[src/rtl/dsm_pkg.sv]
// dsm_pkg: shared types, constants and helpers for the second-order
// delta-sigma modulator and its optional dither source (DSM_DITHER_EN).
package dsm_pkg;

    // Controller states.
    typedef enum logic [0:0] {
        ST_IDLE = 1'b0,
        ST_RUN  = 1'b1
    } dsm_state_t;

    // Internal arithmetic width. Every integrator term is sign-extended to this
    // width before summing, so ACC_WIDTH must be at most CALC_W-2.
    localparam int CALC_W = 32;

    // 16-bit Galois LFSR: taps 16,14,13,11 -> bits 15,13,12,10.
    localparam logic [15:0] LFSR_SEED = 16'hACE1;
    localparam logic [15:0] LFSR_TAPS = 16'hB400;

    // Saturation result: clamped value plus a flag that the clamp engaged.
    typedef struct packed {
        logic signed [CALC_W-1:0] val;
        logic                     clamp;
    } sat_t;

    // Full scale of a signed word of width in_w: 2^(in_w-1).
    function automatic logic signed [CALC_W-1:0] fs_of(input int in_w);
        logic [CALC_W-1:0] v;
        v = '0;
        v[in_w-1] = 1'b1;
        return $signed(v);
    endfunction

    // Symmetric saturation to +/-(2^(acc_w-1)-1).
    function automatic sat_t sat_acc(input logic signed [CALC_W-1:0] x, input int acc_w);
        logic signed [CALC_W-1:0] lim;
        sat_t r;
        lim = fs_of(acc_w) - 32'sd1;
        if (x > lim) begin
            r.val   = lim;
            r.clamp = 1'b1;
        end else if (x < -lim) begin
            r.val   = -lim;
            r.clamp = 1'b1;
        end else begin
            r.val   = x;
            r.clamp = 1'b0;
        end
        return r;
    endfunction

endpackage

[src/rtl/dsm_lfsr_dither.sv]
// dsm_lfsr_dither: Galois LFSR producing a signed 4-bit dither word
// (lfsr[3:0]-8) scaled by 2^(INPUT_WIDTH-6). Only built with DSM_DITHER_EN.
module dsm_lfsr_dither
    import dsm_pkg::*;
#(
    parameter int INPUT_WIDTH = 16
) (
    input  logic              clk,
    input  logic              rst,
    input  logic              i_adv,
    input  logic              i_reseed,
    output logic [CALC_W-1:0] o_dither
);

    logic [15:0] r_lfsr;
    logic [3:0]  w_d4;

    // LFSR: reseed on reset or when the modulator is disabled, step each RUN edge.
    always_ff @(posedge clk or posedge rst) begin
        if (rst) begin
            r_lfsr <= LFSR_SEED;
        end else if (i_reseed) begin
            r_lfsr <= LFSR_SEED;
        end else if (i_adv) begin
            r_lfsr <= {1'b0, r_lfsr[15:1]} ^ (r_lfsr[0] ? LFSR_TAPS : 16'h0000);
        end
    end

    // lfsr[3:0]-8 in two's complement is the nibble with its MSB inverted.
    assign w_d4     = {~r_lfsr[3], r_lfsr[2:0]};
    assign o_dither = {{(CALC_W-4){w_d4[3]}}, w_d4} << (INPUT_WIDTH - 6);

endmodule

[src/rtl/dsm_modulator_2nd.sv]
// dsm_modulator_2nd: second-order 1-bit delta-sigma modulator turning signed
// PCM samples into an oversampled bitstream (one bit per clock in RUN).
// Optional quantizer dither: define DSM_DITHER_EN.
//
// Handshake: sample_req is high for exactly one cycle every OSR output bits.
// A sample is taken on any RUN edge where data_in_valid=1 (the block never
// stalls, so there is no ready). A valid on the sample_req edge is on time; if
// the request edge sees neither a valid nor an earlier sample in this window,
// underrun_flag sets and the previous sample is held. d_out is meaningful only
// while data_out_valid=1.
module dsm_modulator_2nd
    import dsm_pkg::*;
#(
    parameter int INPUT_WIDTH = 16,
    parameter int ACC_WIDTH   = INPUT_WIDTH + 4,
    parameter int OSR         = 64
) (
    input  logic                   clk,
    input  logic                   rst,
    input  logic                   en,
    input  logic [INPUT_WIDTH-1:0] d_in,
    input  logic                   data_in_valid,
    output logic                   sample_req,
    output logic                   d_out,
    output logic                   data_out_valid,
    output logic                   ovf_flag,
    output logic                   underrun_flag
);

    localparam int                       CNT_W    = (OSR > 1) ? $clog2(OSR) : 1;
    localparam logic [CNT_W-1:0]         CNT_LAST = CNT_W'(OSR - 1);
    localparam logic signed [CALC_W-1:0] FS       = fs_of(INPUT_WIDTH);

    dsm_state_t                  r_state;
    logic signed [ACC_WIDTH-1:0] r_i1;
    logic signed [ACC_WIDTH-1:0] r_i2;
    logic [INPUT_WIDTH-1:0]      r_x_hold;
    logic [CNT_W-1:0]            r_osr_cnt;
    logic                        r_fresh;
    logic                        r_d_out;
    logic                        r_dout_valid;
    logic                        r_ovf;
    logic                        r_underrun;

    logic signed [CALC_W-1:0]    w_i1_ext;
    logic signed [CALC_W-1:0]    w_i2_ext;
    logic signed [CALC_W-1:0]    w_x_ext;
    logic signed [CALC_W-1:0]    w_fb;
    logic signed [CALC_W-1:0]    w_sum1;
    logic signed [CALC_W-1:0]    w_sum2;
    sat_t                        w_sat1;
    sat_t                        w_sat2;
    logic                        w_y;
    logic                        w_run;
    logic                        w_req;
    logic                        w_unused;

    assign w_run = (r_state == ST_RUN) && en;
    assign w_req = (r_state == ST_RUN) && (r_osr_cnt == CNT_LAST);

    assign w_i1_ext = {{(CALC_W-ACC_WIDTH){r_i1[ACC_WIDTH-1]}}, r_i1};
    assign w_i2_ext = {{(CALC_W-ACC_WIDTH){r_i2[ACC_WIDTH-1]}}, r_i2};
    assign w_x_ext  = {{(CALC_W-INPUT_WIDTH){r_x_hold[INPUT_WIDTH-1]}}, r_x_hold};

`ifdef DSM_DITHER_EN
    logic signed [CALC_W-1:0] w_dither;
    logic signed [CALC_W-1:0] w_q;

    dsm_lfsr_dither #(
        .INPUT_WIDTH(INPUT_WIDTH)
    ) u_dither (
        .clk      (clk),
        .rst      (rst),
        .i_adv    (w_run),
        .i_reseed (~en),
        .o_dither (w_dither)
    );

    // Dither only moves the quantizer threshold; integrators see plain feedback.
    assign w_q = w_i2_ext + w_dither;
    assign w_y = ~w_q[CALC_W-1];
`else
    assign w_y = ~r_i2[ACC_WIDTH-1];
`endif

    assign w_fb   = w_y ? FS : -FS;
    assign w_sum1 = w_i1_ext + w_x_ext - w_fb;
    assign w_sum2 = w_i2_ext + w_i1_ext - (w_fb <<< 1);
    assign w_sat1 = sat_acc(w_sum1, ACC_WIDTH);
    assign w_sat2 = sat_acc(w_sum2, ACC_WIDTH);

    // After saturation the upper bits are pure sign copies.
    assign w_unused = ^{w_sat1.val[CALC_W-1:ACC_WIDTH], w_sat2.val[CALC_W-1:ACC_WIDTH]};

    // Controller, integrators, OSR counter and input handshake.
    always_ff @(posedge clk or posedge rst) begin
        if (rst) begin
            r_state      <= ST_IDLE;
            r_i1         <= '0;
            r_i2         <= '0;
            r_x_hold     <= '0;
            r_osr_cnt    <= '0;
            r_fresh      <= 1'b0;
            r_d_out      <= 1'b0;
            r_dout_valid <= 1'b0;
            r_ovf        <= 1'b0;
            r_underrun   <= 1'b0;
        end else begin
            case (r_state)
                ST_IDLE: begin
                    r_d_out      <= 1'b0;
                    r_dout_valid <= 1'b0;
                    if (en && data_in_valid) begin
                        r_x_hold <= d_in;
                        r_state  <= ST_RUN;
                    end
                end
                ST_RUN: begin
                    if (!en) begin
                        r_state      <= ST_IDLE;
                        r_i1         <= '0;
                        r_i2         <= '0;
                        r_osr_cnt    <= '0;
                        r_fresh      <= 1'b0;
                        r_ovf        <= 1'b0;
                        r_underrun   <= 1'b0;
                        r_d_out      <= 1'b0;
                        r_dout_valid <= 1'b0;
                    end else begin
                        r_i1         <= w_sat1.val[ACC_WIDTH-1:0];
                        r_i2         <= w_sat2.val[ACC_WIDTH-1:0];
                        r_d_out      <= w_y;
                        r_dout_valid <= 1'b1;
                        if (w_sat1.clamp || w_sat2.clamp) begin
                            r_ovf <= 1'b1;
                        end
                        r_osr_cnt <= (r_osr_cnt == CNT_LAST) ? '0 : r_osr_cnt + 1'b1;
                        if (w_req) begin
                            // Request edge closes the window; zero-order hold on a miss.
                            if (data_in_valid) begin
                                r_x_hold <= d_in;
                            end else if (!r_fresh) begin
                                r_underrun <= 1'b1;
                            end
                            r_fresh <= 1'b0;
                        end else if (data_in_valid) begin
                            r_x_hold <= d_in;
                            r_fresh  <= 1'b1;
                        end
                    end
                end
                default: r_state <= ST_IDLE;
            endcase
        end
    end

    assign sample_req     = w_req;
    assign d_out          = r_d_out;
    assign data_out_valid = r_dout_valid;
    assign ovf_flag       = r_ovf;
    assign underrun_flag  = r_underrun;

endmodule

[config.mk]
export PLATFORM = sky130hd
export DESIGN_NAME = dsm_modulator_2nd
export DESIGN_NICKNAME = d
export VERILOG_FILES = /design/src/rtl/dsm_pkg.sv /design/src/rtl/dsm_lfsr_dither.sv /design/src/rtl/dsm_modulator_2nd.sv
export SDC_FILE = /design/constraint.sdc
export NUM_CORES = 1
export LEC_CHECK = 0
export CAP_MARGIN = 20
export CORE_AREA = 2 2 106 108
export DETAILED_ROUTE_END_ITERATION = 7
export DIE_AREA = 0 0 108 110
export PLACE_DENSITY = 0.81
export SYNTH_ARGS = -nofsm -noshare
export SYNTH_HDL_FRONTEND = slang
export SYNTH_SLANG_ARGS = --single-unit
[constraint.sdc]
create_clock -name clk -period 4.15 [get_ports clk]
set_input_delay 0.83 -clock clk [delete_from_list [all_inputs] [get_ports clk]]
set_output_delay 0.83 -clock clk [all_outputs]
set_load 0.01 [all_outputs]
==> results of run 1 <==
==> cell usage after synthesis, drive strengths merged, types with 3 or more instances <==
cell type	instances	area share
nor2	40	0.023
o21a	14	0.016
and3	6	0.0056
ha	76	0.14
or4	5	0.0062
o31a	3	0.0039
o21ai	35	0.026
nand2	49	0.028
o211ai	9	0.010
a211oi	14	0.016
nor4	7	0.0066
clkbuf	30	0.017
a211o	6	0.0079
o2111ai	3	0.0039
nand2b	10	0.011
and2	5	0.0047
o31ai	5	0.0064
nand3b	5	0.0056
inv	130	0.073
o221ai	15	0.020
mux2i	4	0.0060
a221o	9	0.014
a2111oi	6	0.012
mux2	17	0.029
nand4	6	0.0056
a21boi	7	0.0079
o311ai	4	0.0053
a31oi	4	0.0038
nand3	20	0.015
a21o	12	0.014
a21oi	51	0.040
nor2b	12	0.011
dfrtp	68	0.26
fa	6	0.018
or2	6	0.0056
xor2	10	0.013
nor4b	3	0.0039
buf	4	0.0043
a22o	9	0.012
o21bai	5	0.0056
and4	6	0.0079
nor3	23	0.017
xnor2	6	0.0079
or3	11	0.010
==> worst max-delay path, cell delays in order, from the launching register on <==
cell and delay [ps]:
dfrtp_1 360, inv_1 120, ha_1 190, inv_1 80, ha_4 310, nor2b_1 240, o31a_1 310, buf_4 160
a21oi_1 70, nor4_2 290, o211ai_1 150, or4_4 550, o41ai_4 440, buf_4 200, a21oi_4 120, a221o_1 350
==> registers in the layout, summed over array words and instances (netlist names) <==
signal / count
data_out_valid: 1
r_osr_cnt: 6
r_x_hold: 16
r_fresh: 1
r_state: 1
r_i2: 20
ovf_flag: 1
d_out: 1
r_i1: 20
underrun_flag: 1
==> worst max-delay path by stage <==
stage,start,end,slack [ps],cells past startpoint
floorplan,r_i1[2]$_DFFE_PP0P_,r_i2[10]$_DFFE_PP0P_,320,14
detailed placement,r_i1[3]$_DFFE_PP0P_,r_i2[3]$_DFFE_PP0P_,-5,14
CTS,r_i1[2]$_DFFE_PP0P_,r_i1[8]$_DFFE_PP0P_,10,14
global placement,r_i1[2]$_DFFE_PP0P_,r_i2[4]$_DFFE_PP0P_,40,14
finish,r_i1[1]$_DFFE_PP0P_,r_i2[13]$_DFFE_PP0P_,100,15
global route,r_i2[6]$_DFFE_PP0P_,r_i2[17]$_DFFE_PP0P_,-9,14
==> routing by layer <==
metal / vias up / routed length [µm] / track usage
met4: 0 / 754 / 0.150
li1: 3032 / - / -
met1: 3084 / 7800 / 0.393
met3: 58 / 957 / 0.0453
met2: 229 / 9420 / 0.566
met5: - / 0 / 0
==> repair_timing <==
item / 4_1_cts / 5_1_grt
gates resized for setup: 2 / 39
setup buffers: 1 / 13
pin swaps: 2 / 17
setup endpoints to repair: 8 / 36
==> layout make-up <==
type / count / area [µm²] / share of cell area
Sequential cell: 68 / 1700 / 0.217
Multi-Input combinational cell: 573 / 4530 / 0.578
Tap cell: 140 / 175 / 0.0223
Inverter: 130 / 488 / 0.0623
Clock inverter: 6 / 71.3 / 0.00910
Clock buffer: 10 / 138 / 0.0176
Timing Repair Buffer: 86 / 731 / 0.0932
==> cells by family (layout without fill, tap and decap cells) <==
group,count (synthesis),in the layout,share of synthesized area
muxes,21,21,0.0348
AOI/OAI and AO/OA,232,232,0.256
buffers and inverters,164,232,0.0945
DFF,68,68,0.256
adders and majority gates,82,82,0.161
xor gates and xnor gates,16,16,0.0210
and+or+nand+nor,222,222,0.177
==> per-stage QoR <==
step	utilization	cells	hold WS, ps
floorplan	-	805	457
global placement	0.683	983	476
detailed placement	0.683	983	480
CTS	0.705	1000	500
global route	0.733	1013	518
finish	0.733	1013	502
==> flow_summary.toml, run 1 <==
[timing]
max_freq_mhz = 247
min_period_ps = 4050
worst_pin_slew_ps = 689
setup-violations-final = 0
final_max_slew_viol_count = 0
setup_slack_ps = 96.6
post-route-period-util = 0.977
tns_ps = 0
slew_headroom = 0.540
finalHoldViolations = 0
finalClockSkew_ps = 6.48

[clock_network]
clkLatencyLatePin_ps = 360
clock_path_buffers = 2
cts_tree = "yes"
cts_inserted_buffers = 9
cts_hold_buf = 0
cts_root_buf = "clkbuf_8"
path_clk_slew_ps = 80
clock_sinks = 68
cts_max_level = 3

[grt]
grt_use_total = 0.322
grt_max_degree = 50
grt_pass1_wl_um = 29800
grt_pass1_vias = 6137
antenna_found_initial = 0
grt_overflow = 0

[yosys]
ys_seq_area_frac = 0.256
synth_ff_type = "dfrtp_1"
syn_inst = 805
synth-seq-cells = 68
syn-num-nets = 907
synth-edff-count = 0
yosysUniqueCellTypes = 74
yosysWarningCount = 0
synth_area_um2 = 6660
syn_area_per_cell_um2 = 8.27
synth-async-reset-ratio = 1.00

[placed_design]
placed_area_um2 = 7300
port_buffers = 24
place_ws_ps = -5.16
dp_hpwl_um = 14500
place_congestion = 0.957

[routing]
wl_per_cell_um = 18.7
ant_nets = 0
vias = 6403
drt_iter0_drc = 504
drt-pass1-iter-count = 5
viasPerCell = 6.32
route.detailed.drc = 0
drt-total-wl_um = 18900

[layout]
fillers = 795
antenna_cells = 0
stdcell_area_um2 = 7840
syn_to_final_growth_pct = 17.7
final_common_cell = "inv_1"
drive_gt1_frac = 0.168
final_nets = 970
final_cell_mix = "inv_1 (122), ha_1 (68), dfrtp_1 (68)"

[setup_path]
r2r_slack_ps = 100
critical_path_class = "flip-flop to flip-flop"
startpoint_type = "flip-flop"
crit_arrival_ps = 4300
r2r_start = "r_i1[1]$_DFFE_PP0P_"
cp.required_ps = 4390
rr_worst_depth = 15
worstSetupEndpointType = "flip-flop"
crit_path_max_fanout = 14
reg2reg_to = "r_i2[13]$_DFFE_PP0P_"

[min_path]
min_from = "r_osr_cnt[3]$_DFFE_PP0P_"
min_to = "r_osr_cnt[3]$_DFFE_PP0P_"
worstHoldPathType = "flip-flop to flip-flop"
min_path_cells = 1

[status]
outcome = "finished, final reports clean"

[floorplan]
die_area_um2 = 11900
initial_utilization = 0.622
die_w_um = 108
dieHeight_um = 110
core-area_um2 = 10700
ios = 25
row_count = 38

[flow_run]
cap_violations = 0
Power of run 1 is left out: the tool's default activity adds up to more than one toggle a clock period on the data nets, which glitch-free logic cannot reach.
==> inputs of run 2 (changes only) <==
==> constraint.sdc (replaced) <==
create_clock -name clk -period 4.2 [get_ports clk]
set_input_delay 0.84 -clock clk [delete_from_list [all_inputs] [get_ports clk]]
set_output_delay 0.84 -clock clk [all_outputs]
set_load 0.01 [all_outputs]
==> run 2 against run 1 <==
  * Cell area shrank 4.2%
  * Non-clock buffer count shrank 21
  * Critical endpoint is now r_i2[17]$_DFFE_PP0P_
  * Critical path depth did not move
  * Largest cell class unchanged
  * Critical path type unchanged
==> flow_summary.toml, run 2 (same netlist as run 1, synthesis figures left out) <==
[routing]
drt-total-wl_um = 18300
wl_per_cell_um = 18.5
drt-pass1-iter-count = 7
ant_nets = 0
drt_iter0_drc = 562
vias = 6235
route.detailed.drc = 0
viasPerCell = 6.29

[clock_network]
cts_root_buf = "clkbuf_8"
cts_max_level = 3
clock_sinks = 68
cts_inserted_buffers = 9
clkLatencyLatePin_ps = 360
clock_path_buffers = 2
cts_tree = "yes"
path_clk_slew_ps = 80

[setup_path]
critPathTopFamily = "compound AO/OA/AOI/OAI gates"
crit_arrival_ps = 4300
crit_path_max_fanout = 11
cp_slowest_stage_delay_ps = 520
crit_chain = "inv_1, ha_1, inv_1, ha_4, nor2b_1, o31a_1, o21a_1, a2111oi_2, o221ai_1, or4_4, o41ai_4, buf_4, a21oi_2, buf_4, a221o_1"
startpoint_type = "flip-flop"
crit_slowest_cell = "or4_4"
critical_path_class = "flip-flop to flip-flop"
crit_buf_inv = 4
cp.required_ps = 4430
worstSetupEndpointType = "flip-flop"

[timing]
post-route-period-util = 0.970
setup-violations-final = 0
worst_pin_slew_ps = 750
tns_ps = 0
setup_slack_ps = 125
max_freq_mhz = 245
finalClockSkew_ps = 17.1
min_period_ps = 4070
slew_headroom = 0.496
finalHoldViolations = 0
final_max_slew_viol_count = 0

[layout]
final_common_cell = "inv_1"
stdcell_area_um2 = 7510
reg_top3 = "r_i1 x20, r_i2 x20, r_x_hold x16"
syn_to_final_growth_pct = 12.8
fillers = 859
multi_input_area_um2 = 4360
drive_gt1_frac = 0.116
final_nets = 949
seq_area_um2 = 1700
final_cell_mix = "inv_1 (129), ha_1 (75), dfrtp_1 (68)"
antenna_cells = 0
final_util = 0.702

[grt]
grt_pass1_vias = 6010
grt_use_total = 0.319
grt_overflow = 0
antenna_found_initial = 0
grt_max_degree = 50
grt_pass1_wl_um = 29700

[floorplan]
core-area_um2 = 10700
die_area_um2 = 11900
initial_utilization = 0.622
row_count = 38
die_w_um = 108
ios = 25
dieHeight_um = 110

[placed_design]
port_buffers = 24
place_congestion = 0.983
place_ws_ps = 30.4
placed_area_um2 = 7190
dp_hpwl_um = 14300

[min_path]
worstHoldPathType = "flip-flop to flip-flop"

[status]
outcome = "finished, final reports clean"

[flow_run]
cap_violations = 0
run 2: cell types whose count changed in the layout (fill, tap and decap cells not counted), moves of 3 or more:
cell    delta
inv_2      -7
buf_4     -20
inv_1      +7
nor4_1     +3
ha_1       +7
ha_4       -4
ha_2       -3
nor3_1     +3
run 2: path summary, 6_finish.rpt:
path                                           from                       end  slack [ps]  depth (start not counted)
worst max-delay path            r_i1[2]$_DFFE_PP0P_      r_i2[17]$_DFFE_PP0P_         130                         15
worst min-delay path            r_i2[2]$_DFFE_PP0P_       r_i2[2]$_DFFE_PP0P_         500                          1
worst max register to register  r_i1[2]$_DFFE_PP0P_      r_i2[17]$_DFFE_PP0P_         130                         15
worst min register to register  r_i2[2]$_DFFE_PP0P_       r_i2[2]$_DFFE_PP0P_         500                          1
max in group asynchronous                       rst      r_i2[18]$_DFFE_PP0P_        2520                          4
min in group asynchronous                       rst  r_x_hold[11]$_DFFE_PP0P_         820                          2
run 2: final cells by class:
cell class,instances,share of cell area
Clock buffer,11,0.0188
Clock inverter,5,0.0113
Inverter,130,0.0650
Multi-Input combinational cell,573,0.580
Sequential cell,68,0.227
Tap cell,140,0.0233
Timing Repair Buffer,65,0.0746
run 2: layer usage:
layer	wire [µm]	vias up	global-route usage	part of all wire
met3	813	46	0.0412	0.044
met4	566	0	0.115	0.031
met2	9080	227	0.559	0.50
met1	7870	2970	0.405	0.43
li1	-	2992	-	-
met5	0	-	0	0
run 2: metrics by stage:
step           hold slack [ps]  std cells
2_1_floorplan              457        805
3_3_place_gp               475        970
3_5_place_dp               485        970
4_1_cts                    501        987
5_1_grt                    514        992
6_report                   496        992
run 2: timing repair:
item / 4_1_cts / 5_1_grt
setup buffers: 1 / 4
pin swaps: 1 / 6
gates resized for setup: 1 / 6
hold buffers: 0 / 0
endpoints found under the hold margin: 0 / 0
endpoints found under the setup margin: 2 / 32
Power of run 2 is left out for the same reason.
==> inputs of run 3 (changes only) <==
--- a/config.mk
+++ b/config.mk
@@ -6,10 +6,13 @@
 export NUM_CORES = 1
 export LEC_CHECK = 0
 export CAP_MARGIN = 20
-export CORE_AREA = 2 2 106 108
+export CELL_PAD_IN_SITES_DETAIL_PLACEMENT = 1
+export CELL_PAD_IN_SITES_GLOBAL_PLACEMENT = 1
+export CORE_AREA = 2 2 121 123
 export DETAILED_ROUTE_END_ITERATION = 7
-export DIE_AREA = 0 0 108 110
-export PLACE_DENSITY = 0.81
+export DIE_AREA = 0 0 123 125
+export PLACE_DENSITY_LB_ADDON = 0.1
+export SETUP_SLACK_MARGIN = 0.1
 export SYNTH_ARGS = -nofsm -noshare
 export SYNTH_HDL_FRONTEND = slang
 export SYNTH_SLANG_ARGS = --single-unit
==> run 3 against run 2 <==
  * Critical path depth stayed put
  * Cell area grew 6.9%
  * Sequential share of layout area shrank 1.5 points
  * Critical path type unchanged
  * Highest routed layer unchanged
  * Die area increased by 29%
  * Non-clock buffer count up 17
  * Register-to-register slack got worse by 60 ps
==> flow_summary.toml, run 3 (same netlist as run 1, synthesis figures left out) <==
[status]
outcome = "finished, final reports clean"

[routing]
route.detailed.drc = 0
drt-pass1-iter-count = 5
wl_per_cell_um = 21.0
vias = 6503
viasPerCell = 6.18
drt-total-wl_um = 22100
drt_iter0_drc = 438
ant_nets = 0

[setup_path]
crit_chain = "inv_1, ha_4, inv_2, ha_4, a2111oi_4, nor4b_1, a211oi_2, o21ai_1, or4_4, o41ai_4, buf_4, a21oi_2, buf_6, buf_4, a221o_1"
critPathTopFamily = "compound AO/OA/AOI/OAI gates"
crit_buf_inv = 5
r2r_slack_ps = 70
reg2reg_to = "r_i2[3]$_DFFE_PP0P_"
worstSetupEndpointType = "flip-flop"
critical_path_class = "flip-flop to flip-flop"
crit_slowest_cell = "a2111oi_4"
cp.required_ps = 4420
crit_path_max_fanout = 8
rr_worst_depth = 15
crit_arrival_ps = 4360
startpoint_type = "flip-flop"
r2r_start = "r_i2[2]$_DFFE_PP0P_"
cp_slowest_stage_delay_ps = 690

[timing]
finalClockSkew_ps = 10.8
final_max_slew_viol_count = 0
post-route-period-util = 0.984
tns_ps = 0
worst_pin_slew_ps = 808
rsz0062_at_grt = "yes"
setup-violations-final = 0
max_freq_mhz = 242
min_period_ps = 4130
finalHoldViolations = 0
slew_headroom = 0.460

[layout]
stdcell_area_um2 = 8030
reg_top3 = "r_i1 x20, r_i2 x20, r_x_hold x16"
final_cell_mix = "inv_1 (121), dfrtp_1 (68), ha_1 (64)"
final_nets = 966
syn_to_final_growth_pct = 20.6
final_common_cell = "inv_1"
final_util = 0.565
antenna_cells = 0
fin_cells = 1053
drive_gt1_frac = 0.181

[clock_network]
cts_hold_buf = 0
cts_max_level = 3
cts_root_buf = "clkbuf_16"
clkLatencyLatePin_ps = 340
path_clk_slew_ps = 70
clock_sinks = 68
cts_tree = "yes"
clock_path_buffers = 2
cts_inserted_buffers = 9

[placed_design]
placed_area_um2 = 7260
port_buffers = 24
dp.cells = 1015
place_congestion = 0.922
dp_hpwl_um = 16300

[min_path]
min_from = "r_i1[18]$_DFFE_PP0P_"
min_path_cells = 2
min_to = "r_i1[18]$_DFFE_PP0P_"
worstHoldPathType = "flip-flop to flip-flop"

[grt]
grt_max_degree = 35
grt_pass1_vias = 6653
antenna_found_initial = 0
grt_use_total = 0.283
grt_overflow = 0
grt_pass1_wl_um = 34300

[floorplan]
initial_utilization = 0.469
dieHeight_um = 125
die_area_um2 = 15400
ios = 25
core-area_um2 = 14200
die_w_um = 123
row_count = 44

[flow_run]
cap_violations = 0
## run 3: cell count changes in the layout (fill, tap and decap cells not counted), moves of 3 or more
| cell | delta |
|---|---|
| a211oi_1 | -3 |
| nor3_2 | +3 |
| a211oi_2 | +4 |
| inv_1 | -8 |
| ha_2 | +3 |
| nor3_1 | -4 |
| ha_1 | -11 |
| clkbuf_8 | -10 |
| buf_6 | +4 |
| buf_4 | +14 |
| ha_4 | +8 |
| inv_2 | +8 |
| clkbuf_16 | +9 |
## run 3: how the worst max path moves through the flow
stage	from	endpoint	slack, ps	cells after the start
3_3_place_gp	r_i1[2]$_DFFE_PP0P_	r_i2[4]$_DFFE_PP0P_	220	15
3_5_place_dp	r_i1[3]$_DFFE_PP0P_	r_i2[13]$_DFFE_PP0P_	-40	15
5_1_grt	r_i2[1]$_DFFE_PP0P_	r_i2[3]$_DFFE_PP0P_	-30	15
2_1_floorplan	r_i1[2]$_DFFE_PP0P_	r_i2[10]$_DFFE_PP0P_	370	14
4_1_cts	r_i1[2]$_DFFE_PP0P_	r_i2[13]$_DFFE_PP0P_	100	14
6_report	r_i2[2]$_DFFE_PP0P_	r_i2[3]$_DFFE_PP0P_	70	15
## run 3: cell type report
type / count / area [µm²]
fill: 1704 / 6170
multi-input combinational: 573 / 4620
sequential: 68 / 1700
timing repair buffer: 82 / 691
inverter: 130 / 488
tap: 184 / 230
clock buffer: 9 / 225
clock inverter: 7 / 75.1
## run 3: worst reg2reg max path, stage by stage, from the launching register on
cell and delay [ps]:
dfrtp_1 380, inv_1 110, ha_4 210, inv_2 70, ha_4 210, a2111oi_4 690
nor4b_1 180, a211oi_2 330, o21ai_1 130, or4_4 510, o41ai_4 370, buf_4 180
a21oi_2 50, buf_6 150, buf_4 130, a221o_1 320
## run 3: per-layer routing
metal  track usage  share of wire  vias up
met5             0              0        -
met4        0.0836          0.023        0
met3        0.0356          0.035       40
met2         0.482           0.51      173
met1         0.374           0.43     3267
li1              -              -     3023
## run 3: what timing repair did
item                                   in CTS  in global routing
pin swaps                                   7                 23
setup endpoints to repair                  32                 37
gates resized for setup                    14                 56
endpoints found under the hold margin       0                  0
buffers inserted                            7                 15
## run 3: stage by stage
stage	setup slack (ps)	hold WS [ps]
2_1_floorplan	369	457
3_3_place_gp	216	474
3_5_place_dp	-42.3	492
4_1_cts	102	506
5_1_grt	-34.1	511
6_report	67.0	496
Power of run 3 is left out for the same reason.
